<file path="config.mk">
export PLATFORM = sky130hd
export DESIGN_NAME = pulse_sched
export DESIGN_NICKNAME = d
export VERILOG_FILES = /design/src/rtl/pulse_sched_pkg.sv /design/src/rtl/rr_arb.sv /design/src/rtl/pulse_sched.sv
export SDC_FILE = /design/constraint.sdc
export NUM_CORES = 1
export LEC_CHECK = 0
export ABC_AREA = 1
export CAP_MARGIN = 10
export CORE_UTILIZATION = 45
export DETAILED_ROUTE_END_ITERATION = 8
export PLACE_DENSITY = 0.83
export SYNTH_ARGS = -nofsm -noshare
export SYNTH_HDL_FRONTEND = slang
export SYNTH_SLANG_ARGS = --single-unit
</file>
<file path="constraint.sdc">
create_clock -name clk -period 2.61 [get_ports clk]
set_input_delay 0.3915 -clock clk [delete_from_list [all_inputs] [get_ports clk]]
set_output_delay 0.3915 -clock clk [all_outputs]
set_load 0.02 [all_outputs]
</file>
<file path="src/rtl/pulse_sched_pkg.sv">
// Shared types and helpers for the pulse_sched scheduler.
package pulse_sched_pkg;

    typedef enum logic [1:0] {
        IDLE = 2'd0,
        FIRE = 2'd1,
        WAIT = 2'd2,
        HOLD = 2'd3
    } state_t;

    // Requested spacing below pulse_gen's recovery time is raised to that minimum.
    function automatic logic [31:0] clamp_gap(input logic [31:0] gap, input logic [31:0] min_gap);
        return (gap < min_gap) ? min_gap : gap;
    endfunction

endpackage

</file>
<file path="src/rtl/rr_arb.sv">
// Combinational round-robin arbiter: picks the first request strictly after i_ptr, wrapping.
module rr_arb #(
    parameter int NUM_REQ = 4,
    parameter int IDX_W   = $clog2(NUM_REQ)
) (
    input  logic [NUM_REQ-1:0] i_req,
    input  logic [IDX_W-1:0]   i_ptr,
    input  logic               i_en,
    output logic [NUM_REQ-1:0] o_grant,
    output logic [IDX_W-1:0]   o_idx,
    output logic               o_valid
);

    logic [IDX_W-1:0] w_j;

    always_comb begin
        o_grant = '0;
        o_idx   = '0;
        o_valid = 1'b0;
        w_j     = '0;
        if (i_en) begin
            for (int k = 1; k <= NUM_REQ; k++) begin
                w_j = IDX_W'((int'(i_ptr) + k) % NUM_REQ);
                if (!o_valid && i_req[w_j]) begin
                    o_valid      = 1'b1;
                    o_grant[w_j] = 1'b1;
                    o_idx        = w_j;
                end
            end
        end
    end

endmodule

</file>
<file path="src/rtl/pulse_sched.sv">
// Shares one pulse_gen among NUM_REQ burst requesters, spacing triggers by at least MIN_GAP.
// Optional build macro PULSE_SCHED_PRIO_EN: requester 0 takes strict priority over the rotation.
module pulse_sched #(
    parameter int NUM_REQ = 4,
    parameter int CNT_W   = 8,
    parameter int GAP_W   = 16,
    parameter int MIN_GAP = 4
) (
    input  logic                         clk,
    input  logic                         rst,
    input  logic [NUM_REQ-1:0]           req_valid,
    output logic [NUM_REQ-1:0]           req_ready,
    input  logic [NUM_REQ*CNT_W-1:0]     req_count,
    input  logic [NUM_REQ*GAP_W-1:0]     req_gap,
    output logic                         o_trig,
    output logic [$clog2(NUM_REQ)-1:0]   o_grant_id,
    output logic                         busy,
    output logic [NUM_REQ-1:0]           done
);
    import pulse_sched_pkg::*;

    localparam int IDX_W = $clog2(NUM_REQ);
    localparam logic [GAP_W:0] HOLD_LOAD = (MIN_GAP > 2) ? (GAP_W+1)'(MIN_GAP - 3) : '0;

    state_t             r_state, w_state_nxt;
    logic [IDX_W-1:0]   r_rr_ptr, w_rr_ptr_nxt;
    logic [IDX_W-1:0]   r_grant_id, w_grant_id_nxt;
    logic [CNT_W-1:0]   r_remaining, w_remaining_nxt;
    logic [GAP_W:0]     r_spacing, w_spacing_nxt;
    logic [GAP_W:0]     r_gap, w_gap_nxt;
    logic               r_zero, w_zero_nxt;
    logic               r_trig, w_trig_nxt;
    logic               r_busy;
    logic [NUM_REQ-1:0] r_ready, w_ready_nxt;
    logic [NUM_REQ-1:0] r_done, w_done_nxt;
    logic               w_term;

    logic [NUM_REQ-1:0] w_arb_req, w_arb_grant, w_sel_grant;
    logic [IDX_W-1:0]   w_arb_idx, w_sel_idx;
    logic               w_arb_valid, w_sel_valid, w_sel_moves_ptr;
    logic [CNT_W-1:0]   w_cnt_sel;
    logic [GAP_W-1:0]   w_gap_sel;
    logic [GAP_W:0]     w_spacing_sel;

    rr_arb #(
        .NUM_REQ (NUM_REQ),
        .IDX_W   (IDX_W)
    ) u_rr_arb (
        .i_req   (w_arb_req),
        .i_ptr   (r_rr_ptr),
        .i_en    (r_state == IDLE),
        .o_grant (w_arb_grant),
        .o_idx   (w_arb_idx),
        .o_valid (w_arb_valid)
    );

`ifdef PULSE_SCHED_PRIO_EN
    // Requester 0 bypasses the rotation and leaves the pointer untouched.
    assign w_arb_req       = {req_valid[NUM_REQ-1:1], 1'b0};
    assign w_sel_valid     = req_valid[0] | w_arb_valid;
    assign w_sel_grant     = req_valid[0] ? NUM_REQ'(1) : w_arb_grant;
    assign w_sel_idx       = req_valid[0] ? '0 : w_arb_idx;
    assign w_sel_moves_ptr = ~req_valid[0];
`else
    assign w_arb_req       = req_valid;
    assign w_sel_valid     = w_arb_valid;
    assign w_sel_grant     = w_arb_grant;
    assign w_sel_idx       = w_arb_idx;
    assign w_sel_moves_ptr = 1'b1;
`endif

    assign w_cnt_sel     = req_count[int'(w_sel_idx)*CNT_W +: CNT_W];
    assign w_gap_sel     = req_gap[int'(w_sel_idx)*GAP_W +: GAP_W];
    assign w_spacing_sel = (GAP_W+1)'(clamp_gap(32'(w_gap_sel), 32'(MIN_GAP)));

    always_comb begin
        w_state_nxt     = r_state;
        w_rr_ptr_nxt    = r_rr_ptr;
        w_grant_id_nxt  = r_grant_id;
        w_remaining_nxt = r_remaining;
        w_spacing_nxt   = r_spacing;
        w_gap_nxt       = r_gap;
        w_zero_nxt      = r_zero;
        w_trig_nxt      = 1'b0;
        w_ready_nxt     = '0;
        w_done_nxt      = '0;
        w_term          = 1'b0;

        case (r_state)
            IDLE: begin
                if (w_sel_valid) begin
                    w_grant_id_nxt  = w_sel_idx;
                    w_ready_nxt     = w_sel_grant;
                    w_remaining_nxt = w_cnt_sel;
                    w_spacing_nxt   = w_spacing_sel;
                    if (w_sel_moves_ptr) w_rr_ptr_nxt = w_sel_idx;
                    if (w_cnt_sel != '0) begin
                        w_state_nxt = FIRE;
                        w_trig_nxt  = 1'b1;
                    end else begin
                        w_state_nxt = HOLD;
                        w_zero_nxt  = 1'b1;
                    end
                end
            end
            FIRE: begin
                w_remaining_nxt = r_remaining - 1'b1;
                // WAIT lasts S-1 cycles, so it is loaded with S-2 and exits on zero.
                if (r_remaining > CNT_W'(1)) begin
                    w_state_nxt = WAIT;
                    w_gap_nxt   = r_spacing - (GAP_W+1)'(2);
                end else begin
                    w_term = 1'b1;
                end
            end
            WAIT: begin
                if (r_gap == '0) begin
                    w_state_nxt = FIRE;
                    w_trig_nxt  = 1'b1;
                end else begin
                    w_gap_nxt = r_gap - 1'b1;
                end
            end
            HOLD: begin
                // A zero-count burst spends its acceptance cycle here in place of a FIRE.
                if (r_zero) begin
                    w_zero_nxt = 1'b0;
                    w_term     = 1'b1;
                end else if (r_gap == '0) begin
                    w_state_nxt = IDLE;
                end else begin
                    w_gap_nxt = r_gap - 1'b1;
                end
            end
            default: w_state_nxt = IDLE;
        endcase

        if (w_term) begin
            w_done_nxt = NUM_REQ'(1) << r_grant_id;
            if (MIN_GAP == 2) begin
                w_state_nxt = IDLE;
            end else begin
                w_state_nxt = HOLD;
                w_gap_nxt   = HOLD_LOAD;
            end
        end
    end

    always_ff @(posedge clk) begin
        if (rst) begin
            r_state     <= IDLE;
            r_rr_ptr    <= IDX_W'(NUM_REQ - 1);
            r_grant_id  <= '0;
            r_remaining <= '0;
            r_spacing   <= '0;
            r_gap       <= '0;
            r_zero      <= 1'b0;
            r_trig      <= 1'b0;
            r_busy      <= 1'b0;
            r_ready     <= '0;
            r_done      <= '0;
        end else begin
            r_state     <= w_state_nxt;
            r_rr_ptr    <= w_rr_ptr_nxt;
            r_grant_id  <= w_grant_id_nxt;
            r_remaining <= w_remaining_nxt;
            r_spacing   <= w_spacing_nxt;
            r_gap       <= w_gap_nxt;
            r_zero      <= w_zero_nxt;
            r_trig      <= w_trig_nxt;
            r_busy      <= (w_state_nxt != IDLE);
            r_ready     <= w_ready_nxt;
            r_done      <= w_done_nxt;
        end
    end

    assign req_ready  = r_ready;
    assign o_trig     = r_trig;
    assign o_grant_id = r_grant_id;
    assign busy       = r_busy;
    assign done       = r_done;

endmodule
</file>
# --- Word level (Yosys, flattened, before mapping) ---
# Cells that the tools add are included.
op_classes:
  addsub: 7
  n_mul: 0
  n_div: 0
  n_lt_le_gt_ge: 10
  eq_ne: 9
  shifts: 3
  n_mux: 62
  n_bitwise: 6
  reduce_logical: 26
op_table:
  columns: ["cell", "count"]
  rows:
  - ["variable part select 64 x 7 -> 16 bit", 1]
  - ["2-to-1 mux 17 bit", 3]
  - ["one-hot mux 17 bit (3 select lines)", 1]
  - ["variable part select 32 x 6 -> 8 bit", 1]
  - ["2-to-1 mux 4 bit", 7]
  - ["2-to-1 mux 1 bit", 24]
  - ["2-to-1 mux 2 bit", 12]
  - ["zero test 17 bit", 1]
  - ["subtractor 17 x 1 -> 17 bit (second input constant)", 1]
  - ["subtractor 17 x 2 -> 17 bit (second input constant)", 1]
  - ["less-than comparator 16 x 3 -> 1 bit (second input constant)", 1]
  - ["2-to-1 mux 16 bit", 1]
  - ["one-hot mux 8 bit (2 select lines)", 1]
  - ["less-than comparator 2 x 3 -> 1 bit (second input constant)", 4]
  - ["OR 4 bit", 3]
  - ["AND reduction 3 bit", 3]
  - ["binary-select mux 1 bit (select 2 bit)", 4]
  - ["demux 1 bit (select 2 bit)", 4]
  - ["greater-or-equal comparator 2 x 1 -> 1 bit (second input constant)", 4]
  - ["> comparator 8 x 1 -> 1 bit (second input constant)", 1]
  - ["2-to-1 mux 8 bit", 1]
  - ["inequality test 2 bit (second input constant)", 4]
  - ["one-hot mux 2 bit (4 select lines)", 1]
  - ["nonzero test 8 bit", 1]
  - ["18 further kinds", 38]
totals:
  ff_bits: 59
  latchBits: 0
  mem_bits_rw: 0
  mem_bits_ro: 0
  in_bits: 102
  output_inout_bits: 12
  elab_cells: 135
  n_memories: 0

# --- Logic depth before layout (Yosys ltp) ---
# Gate-level depths: netlist of run 1.
logic_depth:
  ltp_word: 24
  depth_mapped: 22
  depth_no_buf: 20

# --- Cells and area by module ---
# A second synthesis of run 1 with hierarchy kept.
unflattened:
  hier_cells: 766
  area_unflattened_um2: 4478.0
by_module_without_submodules:
  columns: ["module", "instances", "cells_per_inst", "area_each_um2", "seq_area_each_um2"]
  rows:
  - ["pulse_sched", 1, 674, 3940.0, 1161.1]
  - ["rr_arb", 1, 92, 538.0, 0.0]

# --- Worst setup path after synthesis of run 1 ---
# Ideal clock, no wire load.
synth_timing:
  kind: "reg2reg"
  startpoint: "register r_rr_ptr[0]"
  endpoint: "register r_spacing[0]"
  setup_time_ps: 132
  t_arrival_ps: 2479
  t_required_ps: 2478
  setup_slack_ps: -1
  path_stages_with_launch: 22
  path_buffers: 3
  synth_period_minus_slack_ps: 2611
  path_cell_list: "dfxtp_1 buf_6 inv_8 ha_1 inv_1 nand3_1 nand2_1 o21ai_1 nand2_1 nand2_1 nor2_4 buf_6 buf_6 nand2_1 nand3_1 nand2_1 nor2_1 nand2_1 nor2_1 nand2_2 nand2_1 a21oi_1"
synth_between:
  elab_chain_len: 20
  elab_cells_between_ends: 35
  cone_classes: "4 x add/sub; 1 x order compare; 1 x shift; 22 x mux; 7 x reduce/logical"
synth_lines:
  columns: ["item", "line", "source"]
  rows:
  - ["from (decl)", "pulse_sched.sv:26", "logic [IDX_W-1:0] r_rr_ptr, w_rr_ptr_nxt;"]
  - ["from (signal assigned)", "pulse_sched.sv:152", "r_rr_ptr <= IDX_W'(NUM_REQ - 1);"]
  - ["from (signal assigned)", "pulse_sched.sv:164", "r_rr_ptr <= w_rr_ptr_nxt;"]
  - ["adder 2 x 1 -> 2 bit", "rr_arb.sv:23", "w_j = IDX_W'((int'(i_ptr) + k) % NUM_REQ);"]
  - ["binary-select mux 1 bit (select 2 bit)", "rr_arb.sv:24", "if (!o_valid && i_req[w_j]) begin"]
  - ["2-to-1 mux 1 bit (not written as such)", "rr_arb.sv:24", null]
  - ["2-to-1 mux 1 bit", "rr_arb.sv:24", null]
  - ["2-to-1 mux 1 bit", "rr_arb.sv:21", "if (i_en) begin"]
  - ["zero test 1 bit", "rr_arb.sv:24", null]
  - ["logical AND 1 bit", "rr_arb.sv:24", null]
  - ["2-to-1 mux 1 bit", "rr_arb.sv:24", null]
  - ["(+4 left out)", null, null]
  - ["2-to-1 mux 1 bit", "rr_arb.sv:21", null]
  - ["zero test 1 bit", "rr_arb.sv:24", null]
  - ["logical AND 1 bit", "rr_arb.sv:24", null]
  - ["2-to-1 mux 2 bit", "rr_arb.sv:24", null]
  - ["2-to-1 mux 2 bit", "rr_arb.sv:21", null]
  - ["variable part select 64 x 7 -> 16 bit", "pulse_sched.sv:73", "assign w_gap_sel = req_gap[int'(w_sel_idx)*GAP_W +: GAP_W];"]
  - ["less-than comparator 16 x 3 -> 1 bit", "pulse_sched_pkg.sv:13", "return (gap < min_gap) ? min_gap : gap;"]
  - ["2-to-1 mux 16 bit", "pulse_sched_pkg.sv:13", null]
  - ["to (signal assigned)", "pulse_sched.sv:167", "r_spacing <= w_spacing_nxt;"]
  - ["to (decl)", "pulse_sched.sv:29", "logic [GAP_W:0] r_spacing, w_spacing_nxt;"]
# Parallel ways exist; a longest one is shown, timed or not. The select of a mux whose other input is x is not followed.
# A chain may end at the register's enable or synchronous reset.

# --- Worst setup path in the final report of run 1 ---
layout_timing:
  startpoint: "input req_valid[0]"
  endpoint: "register r_spacing[1]"
layout_between:
  elab_chain_len: 19
  elab_cells_between_ends: 31
  cone_classes: "1 x order compare; 1 x shift; 22 x mux; 7 x reduce/logical"
layout_lines:
  columns: ["item", "line", "source"]
  rows:
  - ["from (decl)", "pulse_sched.sv:11", "input logic [NUM_REQ-1:0] req_valid,"]
  - ["binary-select mux 1 bit (select 2 bit)", "rr_arb.sv:24", null]
  - ["2-to-1 mux 1 bit (not written as such)", "rr_arb.sv:24", null]
  - ["2-to-1 mux 1 bit", "rr_arb.sv:24", null]
  - ["2-to-1 mux 1 bit", "rr_arb.sv:21", null]
  - ["zero test 1 bit", "rr_arb.sv:24", null]
  - ["logical AND 1 bit", "rr_arb.sv:24", null]
  - ["2-to-1 mux 1 bit", "rr_arb.sv:24", null]
  - ["2-to-1 mux 1 bit", "rr_arb.sv:21", null]
  - ["(+3 left out)", null, null]
  - ["2-to-1 mux 1 bit", "rr_arb.sv:21", null]
  - ["zero test 1 bit", "rr_arb.sv:24", null]
  - ["logical AND 1 bit", "rr_arb.sv:24", null]
  - ["2-to-1 mux 2 bit", "rr_arb.sv:24", null]
  - ["2-to-1 mux 2 bit", "rr_arb.sv:21", null]
  - ["variable part select 64 x 7 -> 16 bit", "pulse_sched.sv:73", null]
  - ["less-than comparator 16 x 3 -> 1 bit", "pulse_sched_pkg.sv:13", null]
  - ["2-to-1 mux 16 bit", "pulse_sched_pkg.sv:13", null]
# Parallel ways exist; a longest one is shown, timed or not. The select of a mux whose other input is x is not followed.

==> impl_metrics.json, run 1 <==
{
  "powerDensity_nw_per_um2": 1380,
  "cts_tree": "yes",
  "cts_buffers": 9,
  "power_switching_mw": 4.30,
  "n_fill_cell": 894,
  "skew_ns": 0.00552,
  "drc": 0,
  "max_slew_margin_pct": 66.2,
  "core_sq_um": 9730,
  "slowest_delay_ns": 0.53,
  "crit_arrival_ns": 2.66,
  "fin_crit_ns": 2.45,
  "grt_usage_pct": 24.0,
  "clockBufferDepth": 2,
  "syn_nets": 857,
  "regArea_sq_um": 1160,
  "worst_pin_slew_ns": 0.506,
  "die-area_sq_um": 10400,
  "port_buffers": 113,
  "dieWidth_um": 102,
  "grt.met1_usage_pct": 32.1,
  "yosys_warnings": 0,
  "drive_above_1_share_pct": 10.6,
  "yosysSeqAreaShare_pct": 25.8,
  "fin_nets": 1001,
  "cpMostUsedCell": "nand2_1",
  "synthTopCellsByCount": "224 x nand2_1, 112 x inv_1, 65 x nand3_1",
  "post_cts_buffers": 0,
  "clk_latency_ns": 0.33,
  "crit_slowest_cell": "clkdlybuf4s50_1",
  "dp_hpwl_mm": 9.19,
  "dr.pass1.iters": 5,
  "slew_viol_final": 0,
  "finalSetupViolations": 0,
  "cp_cell_sequence": "clkdlybuf4s50_1 > nand2_1 > nand2_4 > nand2_4 > nand2_4 > inv_1 > o21ai_1 > nand2_1 > nand2_2 > inv_2 > nand2_4 > buf_12 > nand2_1 > nand3_1 > nand2_1 > nor2_1 > nand2_1 > nor2_2 > nand2_2 > nand2_1 > a21oi_1",
  "antenna_found_initial": 0,
  "max_clock_freq_ghz": 0.408,
  "place_congestion": 0.866,
  "synth.top_cells.by_area": "dfxtp_1 26%, nand2_1 19%, inv_1 9.3%, nand3_1 7.2%, nor2_1 4.9%",
  "async_flop_share_pct": 0,
  "grt_pass1_wl_mm": 20.1,
  "worstHoldPathType": "reg2reg",
  "intPower_mw": 4.31,
  "r2r_slack_ns": 0.16,
  "multi_input_area_sq_um": 2750,
  "utilization_pct": 64.1,
  "critical_path.top_delay_family": "simple AND/OR/NAND/NOR gates",
  "start_util_pct": 46.2,
  "path_clk_slew_ns": 0.06,
  "busiest_layer": "met2",
  "avgSynthCellArea_sq_um": 6.06,
  "p_total_mw": 8.62,
  "yosys.area.top_type": "dfxtp_1",
  "cts.htree.levels": 3,
  "met2_usage_pct": 38.7,
  "cp.required_ns": 2.82,
  "syn2layout_area_growth_pct": 38.6,
  "crit_type": "in2reg",
  "synth-edff-count": 0,
  "cap_violations": 0,
  "p_seq_share_pct": 16.6,
  "synth_top_area_share_pct": 25.8,
  "timing.critical_path.buf_inv": 4,
  "ant_nets": 0,
  "p_sw_share_pct": 49.9,
  "worstSetupEndpointType": "register",
  "outcome": "finished, final reports clean",
  "die_h_um": 102,
  "hold_viol": 0,
  "crit_path_start_kind": "input port",
  "ys.flop_type": "dfxtp_1",
  "detail_route.iter0.violations": 307,
  "grt_max_degree": 40,
  "grt_use_met3_pct": 4.04,
  "synth_seq_cells": 58,
  "route.vias.total": 5118,
  "clockPowerShare_pct": 7.6,
  "placedCellCount": 1007,
  "finalCritPeriodShare_pct": 93.9,
  "grt_overflow": 0,
  "combPwrFrac_pct": 75.8,
  "hold_buffers": 0,
  "pin_count": 114,
  "hold_ws_ns": 0.478,
  "clock-sinks": 58,
  "synthCells": 742,
  "final_cell_count_no_fill": 1021,
  "synth.most_common_cell": "nand2_1",
  "wl_per_cell_um": 11.8,
  "cts-root-buf": "clkbuf_8",
  "antennaDiodeCount": 0,
  "critical_path.max_fanout": 15,
  "placementRows": 36,
  "totalWireLength_mm": 12.0,
  "vdd_drop_max_mv": 0.875,
  "p_leak_nw": 3.01,
  "syn_area_sq_um": 4500,
  "vias_per_cell": 5.01,
  "grt_pass1_vias": 4542,
  "synth_cell_type_count": 45
}
[registers in the layout, summed over array words and instances, names as in the netlist, 2 cells and up]
signal       count
r_remaining      8
r_rr_ptr         2
o_grant_id       2
done             4
r_gap           17
r_spacing       16
r_state          2
req_ready        4
[logic make-up after synthesis]
| logic type | count (synthesis) | share of synthesized area [%] |
|---|---|---|
| adder cells (fa/ha/maj) | 13 | 3.62 |
| AO/OA/AOI/OAI | 123 | 16.1 |
| AND/OR/NAND/NOR | 389 | 37.5 |
| flip-flops | 58 | 25.8 |
| buffers and inverters | 143 | 13.8 |
| XOR/XNOR | 16 | 3.11 |
[layout make-up]
| cell class | count | share of cell area [%] |
|---|---|---|
| repair buffers | 161 | 25.2 |
| multi-input cells | 541 | 44.1 |
| inverters | 115 | 7.04 |
| flip-flops and latches | 58 | 18.7 |
| well taps | 133 | 2.67 |
| clock buffers | 12 | 2.17 |
| clock inverters | 1 | 0.0803 |
[placed cells by master, fill, tap and decap left out, types with 2 or more instances in the layout]
| cell | count |
|---|---|
| a211oi_1 | 3 |
| a21oi_1 | 38 |
| a21oi_2 | 2 |
| a221oi_1 | 2 |
| a22oi_1 | 5 |
| a31oi_1 | 5 |
| buf_12 | 5 |
| buf_4 | 42 |
| clkbuf_1 | 3 |
| clkbuf_8 | 9 |
| clkdlybuf4s50_1 | 112 |
| dfxtp_1 | 57 |
| ha_1 | 12 |
| inv_1 | 111 |
| inv_2 | 3 |
| nand2_1 | 222 |
| nand2_2 | 11 |
| nand2_4 | 5 |
| nand3_1 | 65 |
| nand3_2 | 3 |
| nand3b_1 | 2 |
| nand4_1 | 4 |
| nor2_1 | 57 |
| nor2_2 | 3 |
| nor2_4 | 2 |
| nor3_1 | 11 |
| nor4_1 | 2 |
| o211ai_1 | 8 |
| o21ai_0 | 42 |
| o221ai_1 | 2 |
| o22ai_1 | 6 |
| xnor2_1 | 6 |
| xor2_1 | 10 |
[routing by layer]
layer  vias to the layer above  routed length [um]
met1                      2283                5550
li1                       2644                   -
met3                        11                 819
met2                       180                5510
met5                         -                   0
met4                         0                 165
[power groups by stage]
| stage | combinational, mW | clock [mW] | sequential, mW |
|---|---|---|---|
| 3_5_place_dp | 6.30 | 0 | 1.44 |
| 5_1_grt | 7.32 | 0.700 | 1.46 |
| 6_report | 6.53 | 0.653 | 1.43 |
| 4_1_cts | 6.34 | 0.660 | 1.42 |
| 2_1_floorplan | 4.22 | 0 | 1.44 |
| 3_3_place_gp | 6.20 | 0 | 1.43 |
[per-stage QoR]
stage	TNS, ns	cell area [sq um]	setup slack, ns
global placement	-0.607	6030	-0.140
detailed placement	-1.10	6030	-0.221
floorplan	0	4500	0.0366
global route	-0.0599	6240	-0.0250
CTS	0	6170	0.0287
finish	0	6240	0.160
[worst paths after layout]
| kind | start | end | cells after the start |
|---|---|---|---|
| setup reg to reg | r_rr_ptr[1] | r_spacing[1] | 20 |
| hold / removal | r_zero | r_zero | 2 |
| hold reg to reg | r_zero | r_zero | 2 |
| setup / recovery | req_valid[0] | r_spacing[1] | 21 |
[tightest hold or removal path, cell delays in order, from the launching register on]
cell	delay [ns]
dfxtp_1	0.31
nand2_1	0.07
a21oi_1	0.06
[repair_timing]
action,4_1_cts,5_1_grt
pin swaps,0,1
resized for setup,3,10
endpoints found under the setup margin,6,8
cloned,0,1
(Power assumes the default switching activity.)
==> run 2, diff against run 1 <==
--- a/config.mk
+++ b/config.mk
@@ -8,6 +8,7 @@
 export ABC_AREA = 1
 export CAP_MARGIN = 10
 export CORE_UTILIZATION = 45
+export CTS_BUF_LIST = sky130_fd_sc_hd__clkbuf_8 sky130_fd_sc_hd__clkbuf_16
 export DETAILED_ROUTE_END_ITERATION = 8
 export PLACE_DENSITY = 0.83
 export SYNTH_ARGS = -nofsm -noshare
==> run 2 against run 1 <==
  * Via count rose by 0.18%
  * Total power is 0.15% lower
  * Die area unchanged
==> impl_metrics.json, run 2 (synthesis gave the netlist of run 1 again) <==
{
  "fin_crit_ns": 2.45,
  "crit_arrival_ns": 2.66,
  "die-area_sq_um": 10400,
  "mostFrequentLayoutCells": "222 x nand2_1, 114 x inv_1, 112 x clkdlybuf4s50_1, 65 x nand3_1",
  "largest_register": "r_gap",
  "reg_top3": "r_gap x17, r_spacing x16, r_remaining x8",
  "grt_overflow": 0,
  "vias_per_cell": 5.02,
  "cp.required_ns": 2.82,
  "critical_path.max_fanout": 15,
  "worstHoldStart": "r_zero",
  "crit_path_start_kind": "input port",
  "placementRows": 36,
  "mostFrequentLayoutCell": "nand2_1",
  "syn2layout_area_growth_pct": 38.6,
  "finalSetupTns_ns": 0,
  "totalWireLength_mm": 12.0,
  "grt_usage_pct": 24.0,
  "r2r_slack_ns": 0.16,
  "dp_hpwl_mm": 9.19,
  "vdd_drop_max_mv": 0.875,
  "hold_buffers": 0,
  "port_buffers": 113,
  "dr.pass1.iters": 5,
  "wl_per_cell_um": 11.8,
  "clk_latency_ns": 0.33,
  "crit_path_start": "req_valid[0]",
  "finalCritPeriodShare_pct": 93.9,
  "stdcell_area_sq_um": 6240,
  "start_util_pct": 46.2,
  "route.vias.total": 5127,
  "antenna_found_initial": 0,
  "hold_viol": 0,
  "powerDensity_nw_per_um2": 1380,
  "rr_startpoint": "r_rr_ptr[1]",
  "outcome": "finished, final reports clean",
  "cts-root-buf": "clkbuf_8",
  "crit_type": "in2reg",
  "max_slew_margin_pct": 66.3,
  "die_h_um": 102,
  "largest_reg_flops": 17,
  "clockBufferDepth": 2,
  "dpl_cell_area_sq_um": 6030,
  "core_sq_um": 9730,
  "p_total_mw": 8.60,
  "detail_route.iter0.violations": 307,
  "drive_above_1_share_pct": 10.6,
  "worst_pin_slew_ns": 0.506,
  "p_leak_nw": 3.03,
  "finalSetupViolations": 0,
  "drc": 0,
  "grt_max_degree": 40,
  "pin_count": 114,
  "worstSetupEndpointType": "register",
  "fin_nets": 1001,
  "grt_pass1_vias": 4542,
  "antennaDiodeCount": 0,
  "grt_pass1_wl_mm": 20.1,
  "cts_buffers": 9,
  "post_cts_buffers": 0,
  "skew_ns": 0.00549,
  "ant_nets": 0,
  "place_congestion": 0.866,
  "cts.htree.levels": 3,
  "cap_violations": 0,
  "dieWidth_um": 102,
  "clock-sinks": 58,
  "max_clock_freq_ghz": 0.408,
  "slew_viol_final": 0,
  "cts_tree": "yes",
  "worstHoldPathType": "reg2reg",
  "path_clk_slew_ns": 0.06
}
==> run 2: worst paths after layout <==
kind	end	cells past startpoint
max	r_spacing[1]	21
min	r_zero	2
max reg2reg	r_spacing[1]	20
min reg2reg	r_zero	2
==> run 2: critical path, stage by stage <==
cell and delay, ns:
clkdlybuf4s50_1 0.53, nand2_1 0.13, nand2_4 0.10, nand2_4 0.05
nand2_4 0.09, inv_1 0.05, o21ai_1 0.06, nand2_1 0.07
nand2_2 0.12, inv_2 0.06, nand2_4 0.11, buf_12 0.15
nand2_1 0.06, nand3_1 0.07, nand2_1 0.08, nor2_1 0.14
nand2_1 0.08, nor2_2 0.10, nand2_2 0.08, nand2_1 0.06
a21oi_1 0.05
==> run 2: per-stage QoR <==
| step | setup WS [ns] | std cells | util (%) | hold slack [ns] |
|---|---|---|---|---|
| global placement | -0.140 | 1007 | 62.0 | 0.462 |
| detailed placement | -0.221 | 1007 | 62.0 | 0.464 |
| global route | -0.0254 | 1021 | 64.1 | 0.501 |
| floorplan | 0.0366 | 742 | - | 0.444 |
| CTS | 0.0284 | 1020 | 63.5 | 0.474 |
| finish | 0.160 | 1021 | 64.1 | 0.478 |
==> run 2: area by class of cell <==
class,instances,area [sq um]
Inverter,115,439
Tap cell,133,166
Clock buffer,9,124
Timing Repair Buffer,161,1570
Multi-Input combinational cell,541,2750
Fill cell,894,3490
Sequential cell,58,1160
Clock inverter,4,16.3
==> run 2: repair_timing <==
action	4_1_cts	5_1_grt
resized for setup	3	10
pin swaps	0	1
hold endpoints to repair	0	0
endpoints found under the setup margin	6	8
cloned	0	1
==> run 2: metal layers <==
| metal | GRT usage (%) | vias up | share of wire (%) |
|---|---|---|---|
| li1 | - | 2644 | - |
| met1 | 32.1 | 2291 | 46 |
| met4 | 8.68 | 0 | 1.4 |
| met2 | 38.7 | 179 | 46 |
| met3 | 4.04 | 13 | 6.5 |
| met5 | 0 | - | 0 |
==> run 2: power breakdown <==
part	internal, mW	total (mW)	switching, mW
Clock	0.316	0.642	0.326
Sequential	1.20	1.43	0.236
Combinational	2.79	6.53	3.74
Total	4.30	8.60	4.30
==> variant 1, RTL diff (settings of run 2) <==
Encoding of `state_t`: now Gray code (2 bits for 4 states).
--- a/src/rtl/pulse_sched_pkg.sv
+++ b/src/rtl/pulse_sched_pkg.sv
@@ -2,10 +2,10 @@
 package pulse_sched_pkg;
 
     typedef enum logic [1:0] {
-        IDLE = 2'd0,
-        FIRE = 2'd1,
-        WAIT = 2'd2,
-        HOLD = 2'd3
+        IDLE = 2'b00,
+        FIRE = 2'b01,
+        WAIT = 2'b11,
+        HOLD = 2'b10
     } state_t;
 
     // Requested spacing below pulse_gen's recovery time is raised to that minimum.
Formal check against the unedited RTL: no difference found for any inputs over 4 cycles, from zero or initial values and one cycle with rst high; so few cycles prove little.
==> variant 1 against run 2 <==
Worst hold slack improved by 9.1 ps. Area after synthesis up 0.11%. Synthesized cell count down 2.0%. Total power grew 30%. Setup slack lost 190 ps. Die area grew 0.11%. Sequential power increased by 6%. Highest routed layer unchanged. Global-route usage up 2.3 points. Via count increased by 2.5%. Wire length rose by 13%. Sequential cell count stayed put. Sequential share of layout area down 0.87 points. Register-to-register slack lost 180 ps. Final area is 5.0% higher. The flow now finishes with violations (setup timing).
==> variant 1: results (changes against run 2) <==
metric	value	unit	change
final hold violations	0		unchanged
drt wl/cell	13.3	µm	+13%
Async SR Flop Fraction	0	%	unchanged
Setup CP Type	input port to flop		
final setup margin	-33.8	ps	-194 ps
IO Port Bufs	113		unchanged
hold path startpoint	r_spacing[0]$_SDFFE_PP0P_		
layout cell share with drive strength beyond 1	15.2	%	+4.6 points
sequential fraction of the synthesis area	25.8	%	-0.029 points
Worst Skew	9.77	ps	+4.28 ps
Place WS	-235	ps	-14.6 ps
synth top area cells	dfxtp_1, nand2_1, inv_1		
Worst-Skew Late Latency	350	ps	+20 ps
antenna diode count	0		unchanged
HPWL Detailed	9960	µm	+8.4%
clock-pin transition on the worst setup and hold timing paths	70	ps	
Max stage delay on crit path	510	ps	-20 ps
Clock Tree Root	clkbuf_8		
setup violators final	3		+3
H-Tree Depth	3		unchanged
cts bufs inserted	9		unchanged
post-synth net total	848		-1.1%
largest net degree at the start of global routing	32		-20%
Max-slew headroom	62.0	%	-4.2 points
run status	finished with violations		
first-pass GRT wire length	21600	µm	+7.8%
Max FO, Critical Path	13		-2
RR Endpoint	r_spacing[1]$_SDFFE_PP0P_		
Finished Layout Cells	1021		unchanged
DR iter-0 viols	238		-22%
synth cell count leaders	nand2_1, inv_1, nor2_1		
crit path DAT	2890	ps	+230 ps
Fillers	820		-8.3%
number of global-route vias before repair	4874		+7.3%
yosys warns	0		unchanged
cells after synthesis	727		-2.0%
initial antenna violation count	0		unchanged
failing checks	setup timing		
CP startpoint	req_valid[0]		
Via density	5.15		+2.5%
# placed instances	994		-1.3%
Placer Congestion	0.932		+7.6%
critical path's slowest cell	clkdlybuf4s50_1		
hold path depth	2		unchanged
unique cell type count in the Yosys netlist	45		unchanged
R2R depth	17		-15%
detailed-router iteration count before antenna repair	5		unchanged
Lkg Pwr	3.05	nW	+0.94%
Worst R2R Setup Slack	-20	ps	-180 ps
critical path's top delay family	simple AND/OR/NAND/NOR gates		
Largest regs	r_gap: 17 flops, r_spacing: 16 flops, r_remaining: 8 flops		
hold crit path type	flop to flop		
Peak supply drop	1.06	mV	+22%
CTS Buffer Depth	2		unchanged
reg2reg start	r_rr_ptr[1]$_SDFFE_PP1P_		
worst hold endpoint	r_spacing[0]$_SDFFE_PP0P_		
GRT Total Usage	26.2	%	+2.3 points
variant 1: per-stage QoR:
step | instance area, µm² | util, % | power, mW | TNS [ps] | hold slack (ps)
3_5_place_dp | 6090 | 62.6 | 9.31 | -2610 | 476
3_3_place_gp | 6090 | 62.6 | 9.18 | -1370 | 469
5_1_grt | 6550 | 67.3 | 12.2 | -1300 | 514
4_1_cts | 6290 | 64.7 | 10.2 | 0 | 488
2_1_floorplan | 4500 | - | 6.65 | 0 | 450
6_report | 6550 | 67.3 | 11.2 | -61.3 | 487
variant 1: what timing repair did:
item                       in CTS  in global routing
setup buffers                   0                  8
gates cloned                    0                  3
gates resized for setup         5                 49
hold buffers                    0                  0
setup endpoints to repair       9                 24
hold endpoints to repair        0                  0
pin swaps                       0                 31
variant 1: final cells by class:
class	count	area share, %
multi-input combinational	559	46.4
timing repair buffer	171	25.6
sequential	58	17.8
inverter	84	4.93
tap	133	2.54
clock buffer	10	2.10
clock inverter	6	0.650
variant 1: cell families (layout without fill, tap and decap cells):
logic type | Yosys count | in the layout | synth area share (%)
buffers and inverters | 111 | 271 | 10.4
and+or+nand+nor | 373 | 374 | 35.6
DFF | 58 | 58 | 25.8
AOI/OAI and AO/OA | 151 | 151 | 20.0
adders and majority gates | 19 | 19 | 5.28
xor gates and xnor gates | 15 | 15 | 2.92
variant 1: layer usage:
metal	up-vias	track usage, %	routed length, µm
met5	-	0	0
met4	0	11.5	402
met3	38	4.72	904
met2	215	44.6	6540
met1	2311	32.3	5690
li1	2692	-	-
variant 1: power breakdown:
group / internal, mW / switching, mW
Sequential: 1.24 / 0.278
Clock: 0.369 / 0.392
Combinational: 3.86 / 5.05
Total: 5.47 / 5.72
==> variant 2, RTL diff (flow settings as in run 2) <==
Without the edit above. The option `PULSE_SCHED_PRIO_EN` is turned on by a define.
--- a/src/rtl/pulse_sched.sv
+++ b/src/rtl/pulse_sched.sv
@@ -1,5 +1,7 @@
 // Shares one pulse_gen among NUM_REQ burst requesters, spacing triggers by at least MIN_GAP.
 // Optional build macro PULSE_SCHED_PRIO_EN: requester 0 takes strict priority over the rotation.
+`define PULSE_SCHED_PRIO_EN
+
 module pulse_sched #(
     parameter int NUM_REQ = 4,
     parameter int CNT_W   = 8,
Behaviour: no difference found for any inputs over 4 cycles, from zero or initial values and one cycle with rst high; that may be too few to reach the edited logic, so the function may still have changed.
==> variant 2 against run 2 <==
Worst hold slack worse by 12 ps. Sequential cell count unchanged. Global-route usage is 3.6 points higher. Non-clock buffer count grew 8. Total power fell by 2.9%. Core utilization is 3.0 points higher. Area after synthesis fell by 2.6%. Synthesized cell count down 2.4%. Setup slack got worse by 46 ps. First-iteration DRC count fell by 2.3%. Wire length is 11% higher. Via count grew 3.2%. Final area rose by 0.42%. Largest power group unchanged.
==> variant 2: results (changes against run 2) <==
metric	value	unit	change
number of global-route vias before repair	5027		+11%
Post-synth top flop	dfxtp_1		
DR iter-0 viols	300		-2.3%
Place WS	-147	ps	+73.8 ps
R2R depth	18		-10%
synth top area cells	dfxtp_1, nand2_1, nand3_1		
synthesized area per cell	6.06	µm²	-0.14%
RR Endpoint	r_spacing[0]$_SDFFE_PP0P_		
first-pass GRT wire length	22500	µm	+12%
Max stage delay on crit path	330	ps	-200 ps
sequential fraction of the synthesis area	26.5	%	+0.68 points
Min Hold Slack	467	ps	-11.5 ps
placed inst area	5940	µm²	-1.4%
layout cell share with drive strength beyond 1	12.4	%	+1.8 points
largest net degree at the start of global routing	28		-30%
unique cell type count in the Yosys netlist	44		-2.2%
Placer Congestion	1.03		+19%
Finished Layout Cells	1011		-0.98%
synth cell count leaders	nand2_1, nand3_1, nor2_1		
Via density	5.23		+4.2%
detailed-router iteration count before antenna repair	5		unchanged
Sw Pwr	4.11	mW	-4.4%
worst hold endpoint	r_spacing[14]$_SDFFE_PP0P_		
hold path startpoint	r_spacing[14]$_SDFFE_PP0P_		
wl on met1	5880	µm	+5.6%
Worst R2R Setup Slack	110	ps	-50 ps
Worst Skew	9.47	ps	+3.97 ps
Max FO, Critical Path	14		-1
Largest regs	r_gap: 17 flops, r_spacing: 16 flops, r_remaining: 8 flops		
run status	finished, final reports clean		
HPWL Detailed	10200	µm	+11%
Max-slew headroom	62.7	%	-3.6 points
Worst-Skew Late Latency	350	ps	+20 ps
post-synth net total	839		-2.1%
GRT Total Usage	27.6	%	+3.6 points
Peak supply drop	0.759	mV	-13%
antenna diode count	0		unchanged
# placed instances	991		-1.6%
Lkg Pwr	2.90	nW	-4.0%
met2 WL	6250	µm	+13%
crit path DAT	2730	ps	+70 ps
min Tclk post-route	2500	ps	+46.3 ps
critical path's slowest cell	dfxtp_2		
drt wl/cell	13.2	µm	+12%
H-Tree Depth	3		unchanged
initial antenna violation count	0		unchanged
routed wl met3	929	µm	+19%
## variant 2: logic make-up after synthesis
kind of cell / after synthesis / share of synthesized area, %
simple gates: 423 / 41.0
xor+xnor: 16 / 3.20
compound gates: 120 / 15.7
flops: 58 / 26.5
fa+ha+maj: 13 / 3.71
buf+inv: 94 / 9.93
## variant 2: through the flow
| step | TNS, ps | util, % |
|---|---|---|
| after floorplan | 0 | - |
| after global placement | -261 | 63.7 |
| after detailed placement | -718 | 63.7 |
| after CTS | 0 | 66.1 |
| after global routing | -195 | 67.1 |
| final | 0 | 67.1 |
## variant 2: per-layer routing
metal | global-route usage (%) | vias up
met5 | 0 | -
met4 | 9.03 | 0
met3 | 5.48 | 29
met2 | 47.4 | 237
met1 | 34.6 | 2355
li1 | - | 2670
## variant 2: worst min-delay path: stages, from the launching register on
cell and delay [ps]:
dfxtp_1 310, nand2_1 60, a21oi_1 50
## variant 2: repair_timing
item,CTS,global route
buffers inserted,0,3
gates resized for setup,0,16
hold buffers,0,0
setup endpoints to repair,0,9
## variant 2: worst max-delay path by stage
stage	cells after the start	start	end
after global routing	19	req_valid[3]	r_spacing[0]$_SDFFE_PP0P_
after floorplan	18	r_rr_ptr[0]$_SDFFE_PP1P_	r_spacing[1]$_SDFFE_PP0P_
after CTS	18	r_rr_ptr[1]$_SDFFE_PP1P_	r_spacing[0]$_SDFFE_PP0P_
after detailed placement	19	req_valid[1]	r_spacing[0]$_SDFFE_PP0P_
after global placement	19	req_valid[1]	r_spacing[0]$_SDFFE_PP0P_
final	18	r_rr_ptr[1]$_SDFFE_PP1P_	r_spacing[0]$_SDFFE_PP0P_
## variant 2: area by class of cell
type                            count  area (µm²)
Multi-Input combinational cell    572        2840
Tap cell                          129         161
Clock buffer                       10         138
Timing Repair Buffer              169        1620
Inverter                           67         262
Sequential cell                    58        1160
Fill cell                         785        3070
Clock inverter                      6        81.3
## variant 2: power groups by stage
stage	clock, mW	combinational (mW)	sequential [mW]
after floorplan	0	3.75	1.46
after global placement	0	5.57	1.43
after detailed placement	0	5.70	1.44
after CTS	0.925	5.73	1.43
after global routing	0.968	6.70	1.48
final	0.925	5.99	1.44
